### src/rtl/hub75_pkg.sv
// Shared types and constants for the HUB75 scan driver.
package hub75_pkg;

    localparam int PANEL_COLS      = 64;
    localparam int PANEL_ROWS_HALF = 32;
    localparam int BCM_PLANES      = 4;

    // Field widths of the memory read address and the panel row select.
    localparam int COL_W   = 6;
    localparam int ROW_W   = 5;
    localparam int PLANE_W = 2;

    typedef enum logic [2:0] {
        IDLE,
        SHIFT,
        LATCH,
        DISPLAY,
        BLANK
    } scan_state_t;

    // One pixel pair: upper-half and lower-half colour bits shifted together.
    typedef struct packed {
        logic r1;
        logic g1;
        logic b1;
        logic r2;
        logic g2;
        logic b2;
    } rgb_pair_t;

endpackage

### src/rtl/hub75_scan_driver_bcm_timer.sv
// Loadable down-counter timing the lit period of one BCM bit-plane.
// done_o is high in the last counted clock, so a load of N followed by
// waiting for done_o spans exactly N clocks.
module bcm_timer #(
    parameter int W = 10
) (
    input  logic         clk,
    input  logic         reset_n,
    input  logic         load_i,
    input  logic [W-1:0] value_i,
    output logic         done_o
);

    localparam logic [W-1:0] ONE = W'(1);

    logic [W-1:0] cnt_q;

    // Load on request, otherwise count down and park at zero.
    // NOTE: clocked state is written with <= so every register samples pre-edge values.
    always_ff @(posedge clk or negedge reset_n) begin
        if (!reset_n) begin
            cnt_q <= '0;
        end else if (load_i) begin
            cnt_q <= value_i;
        end else if (cnt_q != '0) begin
            cnt_q <= cnt_q - ONE;
        end
    end

    assign done_o = (cnt_q == ONE);

endmodule

### src/rtl/hub75_scan_driver.sv
// HUB75 scan driver: walks rows and BCM bit-planes, fetches pixel bits from
// the pixel memory and shifts them into the panel, then latches and lights
// each plane for BASE_CYCLES << plane clocks. Panel pins are registered from
// the action taken in each state, so they trail the state register by one clock.
module hub75_scan_driver
    import hub75_pkg::*;
#(
    parameter int COLS        = PANEL_COLS,
    parameter int ROWS_HALF   = PANEL_ROWS_HALF,
    parameter int PLANES      = BCM_PLANES,
    parameter int BASE_CYCLES = 64
) (
    input  logic               clk,
    input  logic               reset_n,
    input  logic               enable,
    output logic [COL_W-1:0]   col_addr,
    output logic [ROW_W-1:0]   row_addr,
    output logic [PLANE_W-1:0] bcm_phase,
    input  logic               mem_r1,
    input  logic               mem_g1,
    input  logic               mem_b1,
    input  logic               mem_r2,
    input  logic               mem_g2,
    input  logic               mem_b2,
    output logic               panel_r1,
    output logic               panel_g1,
    output logic               panel_b1,
    output logic               panel_r2,
    output logic               panel_g2,
    output logic               panel_b2,
    output logic               panel_clk,
    output logic               panel_lat,
    output logic               panel_oe_n,
    output logic [ROW_W-1:0]   panel_addr,
    output logic               frame_start
);

    localparam int SUB_W  = $clog2(2 * COLS + 1);
    localparam int DISP_W = $clog2((BASE_CYCLES << (PLANES - 1)) + 1);

    localparam logic [SUB_W-1:0]   SUB_LAST   = SUB_W'(2 * COLS);
    localparam logic [SUB_W-1:0]   SUB_ONE    = SUB_W'(1);
    localparam logic [ROW_W-1:0]   ROW_LAST   = ROW_W'(ROWS_HALF - 1);
    localparam logic [ROW_W-1:0]   ROW_ONE    = ROW_W'(1);
    localparam logic [PLANE_W-1:0] PLANE_LAST = PLANE_W'(PLANES - 1);
    localparam logic [PLANE_W-1:0] PLANE_ONE  = PLANE_W'(1);

    scan_state_t        state_q;
    logic [SUB_W-1:0]   s_q;
    logic [ROW_W-1:0]   row_q, row_d;
    logic [PLANE_W-1:0] plane_q, plane_d;
    logic               row_wrap;
    rgb_pair_t          pix_q;
    logic               panel_clk_q, panel_lat_q, panel_oe_n_q, frame_start_q;
    logic [ROW_W-1:0]   panel_addr_q;
    logic               disp_done;

    rgb_pair_t mem_pix;
    assign mem_pix = '{r1: mem_r1, g1: mem_g1, b1: mem_b1,
                       r2: mem_r2, g2: mem_g2, b2: mem_b2};

    // Memory read address: two clocks per column, last column held on the final step.
    assign col_addr  = (s_q == SUB_LAST) ? COL_W'(COLS - 1) : COL_W'(s_q >> 1);
    assign row_addr  = row_q;
    assign bcm_phase = plane_q;

    // Plane/row advance applied when a plane finishes its blanking clock.
    // NOTE: every always_comb output gets a default first so no latch is inferred.
    always_comb begin
        plane_d  = plane_q + PLANE_ONE;
        row_d    = row_q;
        row_wrap = 1'b0;
        if (plane_q == PLANE_LAST) begin
            plane_d = '0;
            if (row_q == ROW_LAST) begin
                row_d    = '0;
                row_wrap = 1'b1;
            end else begin
                row_d = row_q + ROW_ONE;
            end
        end
    end

    bcm_timer #(
        .W (DISP_W)
    ) u_bcm_timer (
        .clk     (clk),
        .reset_n (reset_n),
        .load_i  (state_q == LATCH),
        .value_i (DISP_W'(BASE_CYCLES) << plane_q),
        .done_o  (disp_done)
    );

    // Scan FSM with registered panel outputs.
    always_ff @(posedge clk or negedge reset_n) begin
        if (!reset_n) begin
            state_q       <= IDLE;
            s_q           <= '0;
            row_q         <= '0;
            plane_q       <= '0;
            pix_q         <= '0;
            panel_clk_q   <= 1'b0;
            panel_lat_q   <= 1'b0;
            panel_oe_n_q  <= 1'b1;
            panel_addr_q  <= '0;
            frame_start_q <= 1'b0;
        end else begin
            frame_start_q <= 1'b0;
            panel_lat_q   <= 1'b0;
            case (state_q)
                IDLE: begin
                    panel_oe_n_q <= 1'b1;
                    panel_clk_q  <= 1'b0;
                    if (enable) begin
                        state_q       <= SHIFT;
                        s_q           <= '0;
                        row_q         <= '0;
                        plane_q       <= '0;
                        frame_start_q <= 1'b1;
                    end
                end
                SHIFT: begin
                    panel_oe_n_q <= 1'b1;
                    if (s_q[0]) begin
                        // Memory data for column s>>1 arrives one clock after its address.
                        pix_q       <= mem_pix;
                        panel_clk_q <= 1'b0;
                    end else if (s_q != '0) begin
                        panel_clk_q <= 1'b1;
                    end
                    if (s_q == SUB_LAST) begin
                        state_q <= LATCH;
                        s_q     <= '0;
                    end else begin
                        s_q <= s_q + SUB_ONE;
                    end
                end
                LATCH: begin
                    panel_lat_q  <= 1'b1;
                    panel_clk_q  <= 1'b0;
                    panel_oe_n_q <= 1'b1;
                    panel_addr_q <= row_q;
                    state_q      <= DISPLAY;
                end
                DISPLAY: begin
                    panel_oe_n_q <= 1'b0;
                    panel_clk_q  <= 1'b0;
                    if (disp_done) begin
                        state_q <= BLANK;
                    end
                end
                BLANK: begin
                    panel_oe_n_q <= 1'b1;
                    panel_clk_q  <= 1'b0;
                    plane_q      <= plane_d;
                    row_q        <= row_d;
                    if (enable) begin
                        state_q       <= SHIFT;
                        frame_start_q <= row_wrap;
                    end else begin
                        state_q <= IDLE;
                    end
                end
                default: begin
                    state_q <= IDLE;
                end
            endcase
        end
    end

    assign panel_r1    = pix_q.r1;
    assign panel_g1    = pix_q.g1;
    assign panel_b1    = pix_q.b1;
    assign panel_r2    = pix_q.r2;
    assign panel_g2    = pix_q.g2;
    assign panel_b2    = pix_q.b2;
    assign panel_clk   = panel_clk_q;
    assign panel_lat   = panel_lat_q;
    assign panel_oe_n  = panel_oe_n_q;
    assign panel_addr  = panel_addr_q;
    assign frame_start = frame_start_q;

endmodule

### config.mk
export PLATFORM = sky130hd
export DESIGN_NAME = hub75_scan_driver
export DESIGN_NICKNAME = d
export VERILOG_FILES = /design/src/rtl/hub75_pkg.sv /design/src/rtl/hub75_scan_driver_bcm_timer.sv /design/src/rtl/hub75_scan_driver.sv
export SDC_FILE = /design/constraint.sdc
export NUM_CORES = 1
export LEC_CHECK = 0
export BUFFER_PORTS_ARGS = -buffer_cell sky130_fd_sc_hd__buf_2
export CORE_ASPECT_RATIO = 1.75
export CORE_MARGIN = 3
export CORE_UTILIZATION = 52
export CTS_BUF_LIST = sky130_fd_sc_hd__clkbuf_4 sky130_fd_sc_hd__clkbuf_8
export DETAILED_ROUTE_END_ITERATION = 16
export PLACE_DENSITY = 0.85
export SYNTH_ARGS = -nofsm -noshare
export SYNTH_HDL_FRONTEND = slang
export SYNTH_SLANG_ARGS = --single-unit
### constraint.sdc
create_clock -name clk -period 2 [get_ports clk]
set_input_delay 0.1 -clock clk [delete_from_list [all_inputs] [get_ports clk]]
set_output_delay 0.1 -clock clk [all_outputs]
set_load 0.005 [all_outputs]
== Word level (Yosys, flattened, before mapping) ==
Cells that the tools add are included.

* Output and inout bits: 28
* Register bits: 43
* Input bits: 9

* Eq/ne operators: 13
* Muxes and demuxes: 28
* Reduce and logical (&&, ||, !) cells: 16
* Add/sub/neg operators: 4
* Shifts and indexed selects: 1

{| class="wikitable"
|+ Operators with widths
! cell !! number
|-
| 2-to-1 mux 10 bit || 2
|-
| 2-to-1 mux 8 bit || 2
|-
| case mux 8 bit (2 select lines) || 1
|-
| 2-to-1 mux 5 bit || 3
|-
| case mux 3 bit (5 select lines) || 1
|-
| == test 10 x 1 -> 1 bit (second input constant) || 1
|-
| case mux 5 bit (2 select lines) || 1
|-
| nonzero test 10 bit || 1
|-
| nonzero test 2 bit || 5
|-
| << shifter 7 x 2 -> 10 bit (first input constant) || 1
|-
| subtractor 10 x 1 -> 10 bit (second input constant) || 1
|-
| 2-to-1 mux 3 bit || 3
|-
| adder 8 x 1 -> 8 bit (second input constant) || 1
|-
| == test 8 bit (second input constant) || 1
|-
| 2-to-1 mux 1 bit || 8
|-
| != test 2 bit (second input constant) || 4
|-
| AND reduction 2 bit || 4
|-
| nonzero test 8 bit || 1
|-
| OR reduction 4 bit || 2
|-
| == test 3 x 2 -> 1 bit (second input constant) || 2
|-
| 2-to-1 mux 6 bit || 1
|-
| case mux 1 bit (2 select lines) || 3
|-
| AND reduction 3 bit || 2
|-
| adder 5 x 1 -> 5 bit (second input constant) || 1
|-
| 9 further kinds || 10
|}

== Logic depth before layout (Yosys ltp) ==
Gate-level depths: netlist (run 1).

* Word-level depth: 5
* Gate-level depth with buffers: 7

== Hierarchy ==
Synthesis (run 1) repeated with hierarchy kept, for this count alone.

* Cell total of the unflattened synthesis: 218
* Area, all modules: 2,253.4 um^2

{| class="wikitable"
|+ Modules (own cells, without submodules)
! module !! sequential area each (um^2) !! times used !! area an instance (um^2) !! cells an instance
|-
| hub75_scan_driver || 827.0 || 1 || 1,632.8 || 155
|-
| bcm_timer || 250.2 || 1 || 620.6 || 63
|}

== Worst setup path after synthesis (run 1) ==
No wires, ideal clock.

* Path kind: reg-to-reg
* From: register row_q[0], in the netlist row_addr[0]
* To: register row_q[3], in the netlist row_addr[3]
* Clock period less this slack: 1.975 ns
* Path buffers: 0
* Arrival: 1.880 ns
* Path slack: 0.025 ns
* Cell stages (with the launch flop): 7
* Data required time: 1.905 ns
* Path through: dfrtp_1 ha_1 and3_1 ha_1 or4b_4 or2_1 o31ai_1

* Longest elaborated chain between the ends: 4
* Elaborated cells between the ends (all ways): 5
* Those cells by class: add/sub: 1; eq/ne: 1; mux: 3

{| class="wikitable"
|+ Ends and longest elaborated chain
! item !! line !! RTL
|-
| from (decl) || hub75_scan_driver.sv:50 || <nowiki>logic [ROW_W-1:0] row_q, row_d;</nowiki>
|-
| from (signal assigned) || hub75_scan_driver.sv:156 || <nowiki>row_q <= row_d;</nowiki>
|-
| adder 5 x 1 -> 5 bit or == test 5 bit (tied branches) || hub75_scan_driver.sv:79, hub75_scan_driver.sv:75 ||
|-
| 2-to-1 mux 5 bit (*) || hub75_scan_driver.sv:75 || <nowiki>if (row_q == ROW_LAST) begin</nowiki>
|-
| 2-to-1 mux 5 bit (*) || hub75_scan_driver.sv:73 || <nowiki>if (plane_q == PLANE_LAST) begin</nowiki>
|-
| case mux 5 bit (2 select lines) (*) || hub75_scan_driver.sv:110 || <nowiki>case (state_q)</nowiki>
|}

Mark *: on every way between the ends. The rest lies on a longest branch, timed or not. The select of a mux whose other input is x is not followed.
A chain may end at the register's enable or synchronous reset.

== Worst setup path after layout (run 1) ==
* From: register row_q[1], in the netlist row_addr[1]
* To: register row_q[3], in the netlist row_addr[3]

Same word-level chain as after synthesis.

==> results.md, run 1 <==
- Number of vias per cell: 5.79
- Largest net degree at the start of global routing: 44
- WP data arrival: 2.17 ns
- Register area share after synthesis: 0.487
- Area of the multi-input gates: 1120 um^2
- Die width: 55.3 um
- # fillers: 322
- Grt total ovfl: 0
- Sequence of cells on the critical path: ha_2, and3_4, ha_4, or4b_4, or2_4, o31ai_4
- Cell row count: 30
- Hold Crit Class: primary input to flop
- Die Footprint: 5110 um^2
- Yosys reg bits: 43
- Status: completed
- DR vias: 1823
- Routed wire length: 4830 um
- Post-synth ARST share: 1.00
- WL/cell: 15.3 um
- Fin. max-slew vios: 0
- Total GRT Usage: 0.199
- Main synth FF type: dfrtp_1
- Final hold violation count: 0
- Sequential power share: 0.378
- CTS root buffer: clkbuf_8
- FF+latch area: 1080 um^2
- Residual DRC: 0
- Initial DRC count: 50
- Global-route wire length before repair: 8170 um
- Setup TNS: 0 ns
- Tightest Pin Transition: 0.655 ns
- Share of layout cells above drive strength 1: 0.360
- Post-synth top cells: 42 x dfrtp_1, 16 x o21ai_0, 15 x nand2_1
- Initial core utilization: 0.556
- Logic pwr share: 0.463
- Worst setup EP type: flop
- Final Wtd Congestion: 0.761
- Crit path time final: 1.95 ns
- Pwr per Cell Area: 1440 nW/um^2
- Syn Std Cell Area: 2210 um^2
- Net count after synthesis: 229
- Leading area contributor after synthesis: dfrtp_1
- RSZ-0062 raised after global routing: true
- Post-Syn Instances: 210
- Top post-synthesis cells by area: dfrtp_1 47%, mux2_2 6.1%, ha_1 5.7%, o21ai_0 3.6%, nand2_1 2.5%
- Layout Nets: 285
- Fraction of power spent switching nets: 0.387
- Placed Area: 2530 um^2
- CP max-delay cell: or4b_4
- Cell-internal power: 2.38 mW
- Synth cell types: 51
- Post-layout util: 0.680
- Initial antenna violation count: 0
- Setup crit start kind: flop
- Share of the synthesized area in the top cell type: 0.475
- H-tree Lvls: 2
- I/O pin cnt: 37
- Placeable Area: 3980 um^2
- Top-count cell post-synth: dfrtp_1
- CTS tree: built
- Dpl hpwl: 3410 um
- Skew final: 0.00459 ns
- Area growth from synthesis to layout: 22.3%
- WP data required: 2.21 ns
- Delay of the slowest critical-path stage: 0.49 ns
- EDFF count, synth: 0
- Via count of the first global-routing pass: 1903
- Clock share of power: 0.159
- CTS Buf Count: 5
- Reg clk slew, reported paths: 0.08 ns
- Routed Antenna Nets: 0
- Port bufs: 36
- Crit path kind: flop to flop
- Syn avg cell area: 10.5 um^2
- ANT cells: 0
- Final setup fails: 0
- Period utilization: 0.977
- Switching pwr: 1.50 mW
- Maximum vdd ir drop: 0.00101 V
- Syn. warnings: 0
- Die Ht: 92.3 um
- Max-slew headroom: 0.560
- Skew-Pair Late Insertion Delay: 0.30 ns
- Fmax: 512 MHz
- Fin area: 2710 um^2
- Max-cap violations: 0
- Crit Path Max Fanout: 3
- LEAKAGE: 1.30 nW
- CTS max path bufs: 2
- First-pass DRT Iterations: 4
- Clock Sinks: 43
[placed cells by master (no fill, tap or decap), types with 2 or more instances in the layout]
master and n:
mux2i_1 3, clkbuf_8 7, buf_2 36, a31oi_1 4, nor4_1 2, nand3_1 8, a22o_1 4, o21ai_0 14
mux2_2 12, buf_4 17, dfrtp_1 40, inv_1 7, ha_1 8, nor2b_1 2, nor3b_1 2, a211oi_1 3
nand2b_1 3, nor2_1 14, or2_2 6, a21oi_1 10, nor2_2 2, nor3_1 5, xnor2_1 5, dfrtp_2 2
nand2_1 15, a32o_1 2
[layer usage]
metal  wire [um]  vias to the layer above  global-route usage
met5           0                        -                   0
met3         159                       14              0.0460
met1        1870                      898               0.208
met4         140                        0               0.105
li1            -                      875                   -
met2        2660                       36               0.360
[repair_timing]
action	4_1_cts	5_1_grt
setup buffers	0	2
hold buffers	1	0
endpoints found under the hold margin	42	0
pin swaps	0	2
resized for setup	3	9
setup endpoints to repair	9	9
[path summary, 6_finish.rpt]
check,startpoint,end,slack (ns),cells after the start
worst max-delay path,row_addr[1]$_DFFE_PN0P_,row_addr[3]$_DFFE_PN0P_,0.05,6
worst min-delay path,mem_g2,panel_g2$_DFFE_PN0P_,0.03,2
worst max register to register,row_addr[1]$_DFFE_PN0P_,row_addr[3]$_DFFE_PN0P_,0.05,6
worst min register to register,panel_addr[4]$_DFFE_PN0P_,panel_addr[4]$_DFFE_PN0P_,0.50,1
max in group asynchronous,reset_n,s_q[0]$_DFFE_PN0P_,1.19,3
min in group asynchronous,reset_n,s_q[4]$_DFFE_PN0P_,0.41,3
[cell families after synthesis]
kind of cell    Yosys count  synth area share
simple gates             75             0.187
compound gates           49             0.145
fa+ha+maj                10            0.0565
xor+xnor                  6            0.0237
mux                      15            0.0746
flops                    43             0.487
buf+inv                  12            0.0260
[critical path, delay by kind of cell (launching register included)]
family | cells | cell delay [ns]
AOI/OAI and AO/OA | 1 | 0.16
adders and majority gates | 2 | 0.35
DFF | 1 | 0.39
and+or+nand+nor | 3 | 0.97
[state kept, by name, indices dropped and copies added, names as in the netlist, 2 cells and up]
name / flops
u_bcm_timer.cnt_q: 10
row_addr: 5
bcm_phase: 2
s_q: 8
state_q: 3
panel_addr: 5
[power groups by stage]
stage          clock, mW  combinational, mW  sequential [mW]
2_1_floorplan          0               1.14             1.46
3_3_place_gp           0               1.69             1.47
3_5_place_dp           0               1.76             1.49
4_1_cts            0.631               1.77             1.48
5_1_grt            0.661               2.01             1.52
6_report           0.616               1.80             1.47
[cell type report]
type | count | area share
tap | 48 | 0.0222
inverter | 7 | 0.00971
sequential | 43 | 0.399
multi-input combinational | 155 | 0.413
timing repair buffer | 54 | 0.117
clock buffer | 8 | 0.0384
[per-stage QoR]
| step | setup slack (ns) | instances | hold WS, ns | power, mW |
|---|---|---|---|---|
| 6_report | 0.0459 | 315 | 0.0284 | 3.88 |
| 5_1_grt | -0.0170 | 315 | 0.0212 | 4.19 |
| 4_1_cts | 0.00768 | 313 | 0.0231 | 3.88 |
| 3_5_place_dp | -0.0169 | 304 | 0.200 | 3.25 |
| 3_3_place_gp | 0.0412 | 304 | 0.198 | 3.16 |
| 2_1_floorplan | 0.0246 | 210 | -0.196 | 2.60 |
Note: power is estimated with default switching activity, not from simulation.
==> run 2: changes to the inputs <==
--- a/config.mk
+++ b/config.mk
@@ -12,6 +12,7 @@
 export CTS_BUF_LIST = sky130_fd_sc_hd__clkbuf_4 sky130_fd_sc_hd__clkbuf_8
 export DETAILED_ROUTE_END_ITERATION = 16
 export PLACE_DENSITY = 0.85
+export REMOVE_ABC_BUFFERS = 1
 export SYNTH_ARGS = -nofsm -noshare
 export SYNTH_HDL_FRONTEND = slang
 export SYNTH_SLANG_ARGS = --single-unit
==> run 2 against run 1 <==
Critical path depth is the same. Via count rose by 0.60%. Critical path type unchanged. Global-route usage grew 1.2 points. Largest power group unchanged. Final cell count fell by 0.32%.
==> results.md, run 2 (synthesis results as in run 1) <==
- Skew-Pair Late Insertion Delay: 0.30 ns (about the same)
- Initial core utilization: 0.556 (unchanged)
- Largest registers: u_bcm_timer.cnt_q: 10 flops, s_q: 8 flops (unchanged)
- Fmax: 511 MHz (was 512 MHz)
- Setup crit start kind: flop (unchanged)
- Grt total ovfl: 0 (unchanged)
- Number of vias per cell: 5.84 (was 5.79)
- Clock share of power: 0.150 (was 0.159)
- Max-slew headroom: 0.556 (was 0.560)
- Max reg flops: 10 (unchanged)
- Most frequent cells in the layout: 42 x dfrtp_1, 36 x buf_2, 15 x nand2_1, 15 x o21ai_0, 15 x buf_4 (was 40 x dfrtp_1, 36 x buf_2, 17 x buf_4, 15 x nand2_1)
- I/O pin cnt: 37 (unchanged)
- Initial DRC count: 18 (was 50)
- Crit path depth: 6 (unchanged)
- Dpl hpwl: 3520 um (was 3410 um)
- Pwr per Cell Area: 1430 nW/um^2 (was 1440 nW/um^2)
- Maximum vdd ir drop: 0.00103 V (was 0.00101 V)
- Delay of the slowest critical-path stage: 0.49 ns (about the same)
- Die Ht: 92.3 um (unchanged)
- Via count of the first global-routing pass: 1917 (was 1903)
- CP max-delay cell: or4b_4 (unchanged)
- RSZ-0062 raised after global routing: false (was true)
- Hold Crit Class: primary input to flop (unchanged)
- Global-route wire length before repair: 8580 um (was 8170 um)
- Worst Hold Depth: 2 (unchanged)
- Max-cap violations: 0 (unchanged)
- Worst setup EP type: flop (unchanged)
- Final Wtd Congestion: 0.808 (was 0.761)
- Skew final: 0.00685 ns (was 0.00459 ns)
- WL/cell: 15.6 um (was 15.3 um)
- Routed wire length: 4910 um (was 4830 um)
- First-pass DRT Iterations: 5 (was 4)
- Largest net degree at the start of global routing: 23 (was 44)
- Clock Sinks: 43 (unchanged)
- Most common cell after layout, fill and taps aside: dfrtp_1 (unchanged)
- Port bufs: 36 (unchanged)
- Cell-internal power: 2.29 mW (was 2.38 mW)
- Period utilization: 0.978 (was 0.977)
- DR vias: 1834 (was 1823)
- Sequential power share: 0.393 (was 0.378)
- LEAKAGE: 1.29 nW (was 1.30 nW)
- Dpl cells: 302 (was 304)
- Post-layout util: 0.675 (was 0.680)
- Crit Path Max Fanout: 3 (unchanged)
- Placeable Area: 3980 um^2 (unchanged)
- Fin. max-slew vios: 0 (unchanged)
- CTS Buf Count: 5 (unchanged)
- Final hold violation count: 0 (unchanged)
- Fraction of power spent switching nets: 0.403 (was 0.387)
- Worst path most repeated cell: ha_2
- CTS max path bufs: 2 (unchanged)
- Total GRT Usage: 0.210 (was 0.199)
- Tightest Pin Transition: 0.660 ns (was 0.655 ns)
- Layout Nets: 284 (was 285)
- Die Footprint: 5110 um^2 (unchanged)
- Area growth from synthesis to layout: 21.3% (was 22.3%)
- CTS tree: built (unchanged)
- Reg clk slew, reported paths: 0.09 ns (was 0.08 ns)
- ANT cells: 0 (unchanged)
- Top cell family by delay on the critical path: simple AND/OR/NAND/NOR gates (unchanged)
- WP data required: 2.21 ns (about the same)
- Switching pwr: 1.55 mW (was 1.50 mW)
- Share of layout cells above drive strength 1: 0.346 (was 0.360)
- Buffers & Inverters on Critical Path: 0 (unchanged)
- CTS root buffer: clkbuf_8 (unchanged)
- Status: completed (unchanged)
- Die width: 55.3 um (unchanged)
- Crit path time final: 1.96 ns (was 1.95 ns)
- Sequence of cells on the critical path: ha_2, and3_4, ha_2, or4b_4, or2_4, o31ai_2 (was ha_2, and3_4, ha_4, or4b_4, or2_4, o31ai_4)
- Residual DRC: 0 (unchanged)
- Tot Pwr: 3.84 mW (was 3.88 mW)
- Initial antenna violation count: 0 (unchanged)
- Post-route insts no fill: 314 (was 315)
- Crit path kind: flop to flop (unchanged)
- Logic pwr share: 0.457 (was 0.463)
- Routed Antenna Nets: 0 (unchanged)
- Worst r2r path cells: 6 (unchanged)
- Cell row count: 30 (unchanged)
- WP data arrival: 2.17 ns (about the same)
- Final setup fails: 0 (unchanged)
- H-tree Lvls: 2 (unchanged)
- Largest register by flop count: u_bcm_timer.cnt_q (unchanged)
==> run 2: changes by cell type in the layout (fill, tap and decap cells not counted), moves of 2 or more <==
| cell | previous run | this run |
|---|---|---|
| buf_4 | 17 | 15 |
| clkbuf_8 | 7 | 5 |
| clkinv_4 | 0 | 2 |
| dfrtp_1 | 40 | 42 |
| dfrtp_2 | 2 | 0 |
==> run 2: path summary, 6_finish.rpt <==
kind	slack [ns]	from	end
max	0.04	row_addr[1]$_DFFE_PN0P_	row_addr[3]$_DFFE_PN0P_
min	0.02	mem_r2	panel_r2$_DFFE_PN0P_
max reg2reg	0.04	row_addr[1]$_DFFE_PN0P_	row_addr[3]$_DFFE_PN0P_
min reg2reg	0.51	panel_addr[3]$_DFFE_PN0P_	panel_addr[3]$_DFFE_PN0P_
max in group asynchronous	1.13	reset_n	panel_oe_n$_DFFE_PN1P_
min in group asynchronous	0.30	reset_n	u_bcm_timer.cnt_q[4]$_DFFE_PN0P_
==> run 2: through the flow <==
| stage | area (um^2) | TNS, ns | hold WS, ns | setup WS [ns] |
|---|---|---|---|---|
| 2_1_floorplan | 2180 | 0 | -0.196 | 0.0246 |
| 3_3_place_gp | 2530 | 0 | 0.102 | 0.0444 |
| 3_5_place_dp | 2530 | -0.0349 | 0.112 | -0.0349 |
| 4_1_cts | 2650 | 0 | 0.0153 | 0.00845 |
| 5_1_grt | 2690 | 0 | 0.0252 | 0.00982 |
| 6_report | 2690 | 0 | 0.0216 | 0.0440 |
==> run 2: worst reg2reg max path, stage by stage (launching register included) <==
cell and delay, ns:
dfrtp_1 0.40, ha_2 0.20, and3_4 0.17, ha_2 0.17, or4b_4 0.49, or2_4 0.26
o31ai_2 0.18
==> run 2: metal layers <==
layer	GRT usage	share of wire	up-vias
li1	-	-	874
met1	0.223	0.37	901
met2	0.389	0.56	47
met3	0.0377	0.037	12
met4	0.103	0.028	0
met5	0	0	-
==> run 2: what timing repair did <==
item / 4_1_cts / 5_1_grt
hold buffers: 1 / 0
hold endpoints to repair: 21 / 0
gates resized for setup: 3 / 4
buffers inserted: 1 / 2
pin swaps: 0 / 1
setup endpoints to repair: 7 / 9
==> run 2: power by group through the flow <==
stage	Combinational (mW)	Clock, mW	Sequential [mW]
3_3_place_gp	1.62	0	1.51
2_1_floorplan	1.04	0	1.50
4_1_cts	1.74	0.587	1.50
3_5_place_dp	1.68	0	1.53
5_1_grt	1.98	0.614	1.57
6_report	1.75	0.574	1.51
==> run 2: cell type report <==
cell class                 count  area (um^2)
clock buffer                   5         68.8
clock inverter                 3         25.0
fill                         331         1290
inverter                       7         26.3
multi-input combinational    155         1100
sequential                    43         1080
tap                           48         60.1
timing repair buffer          53          323
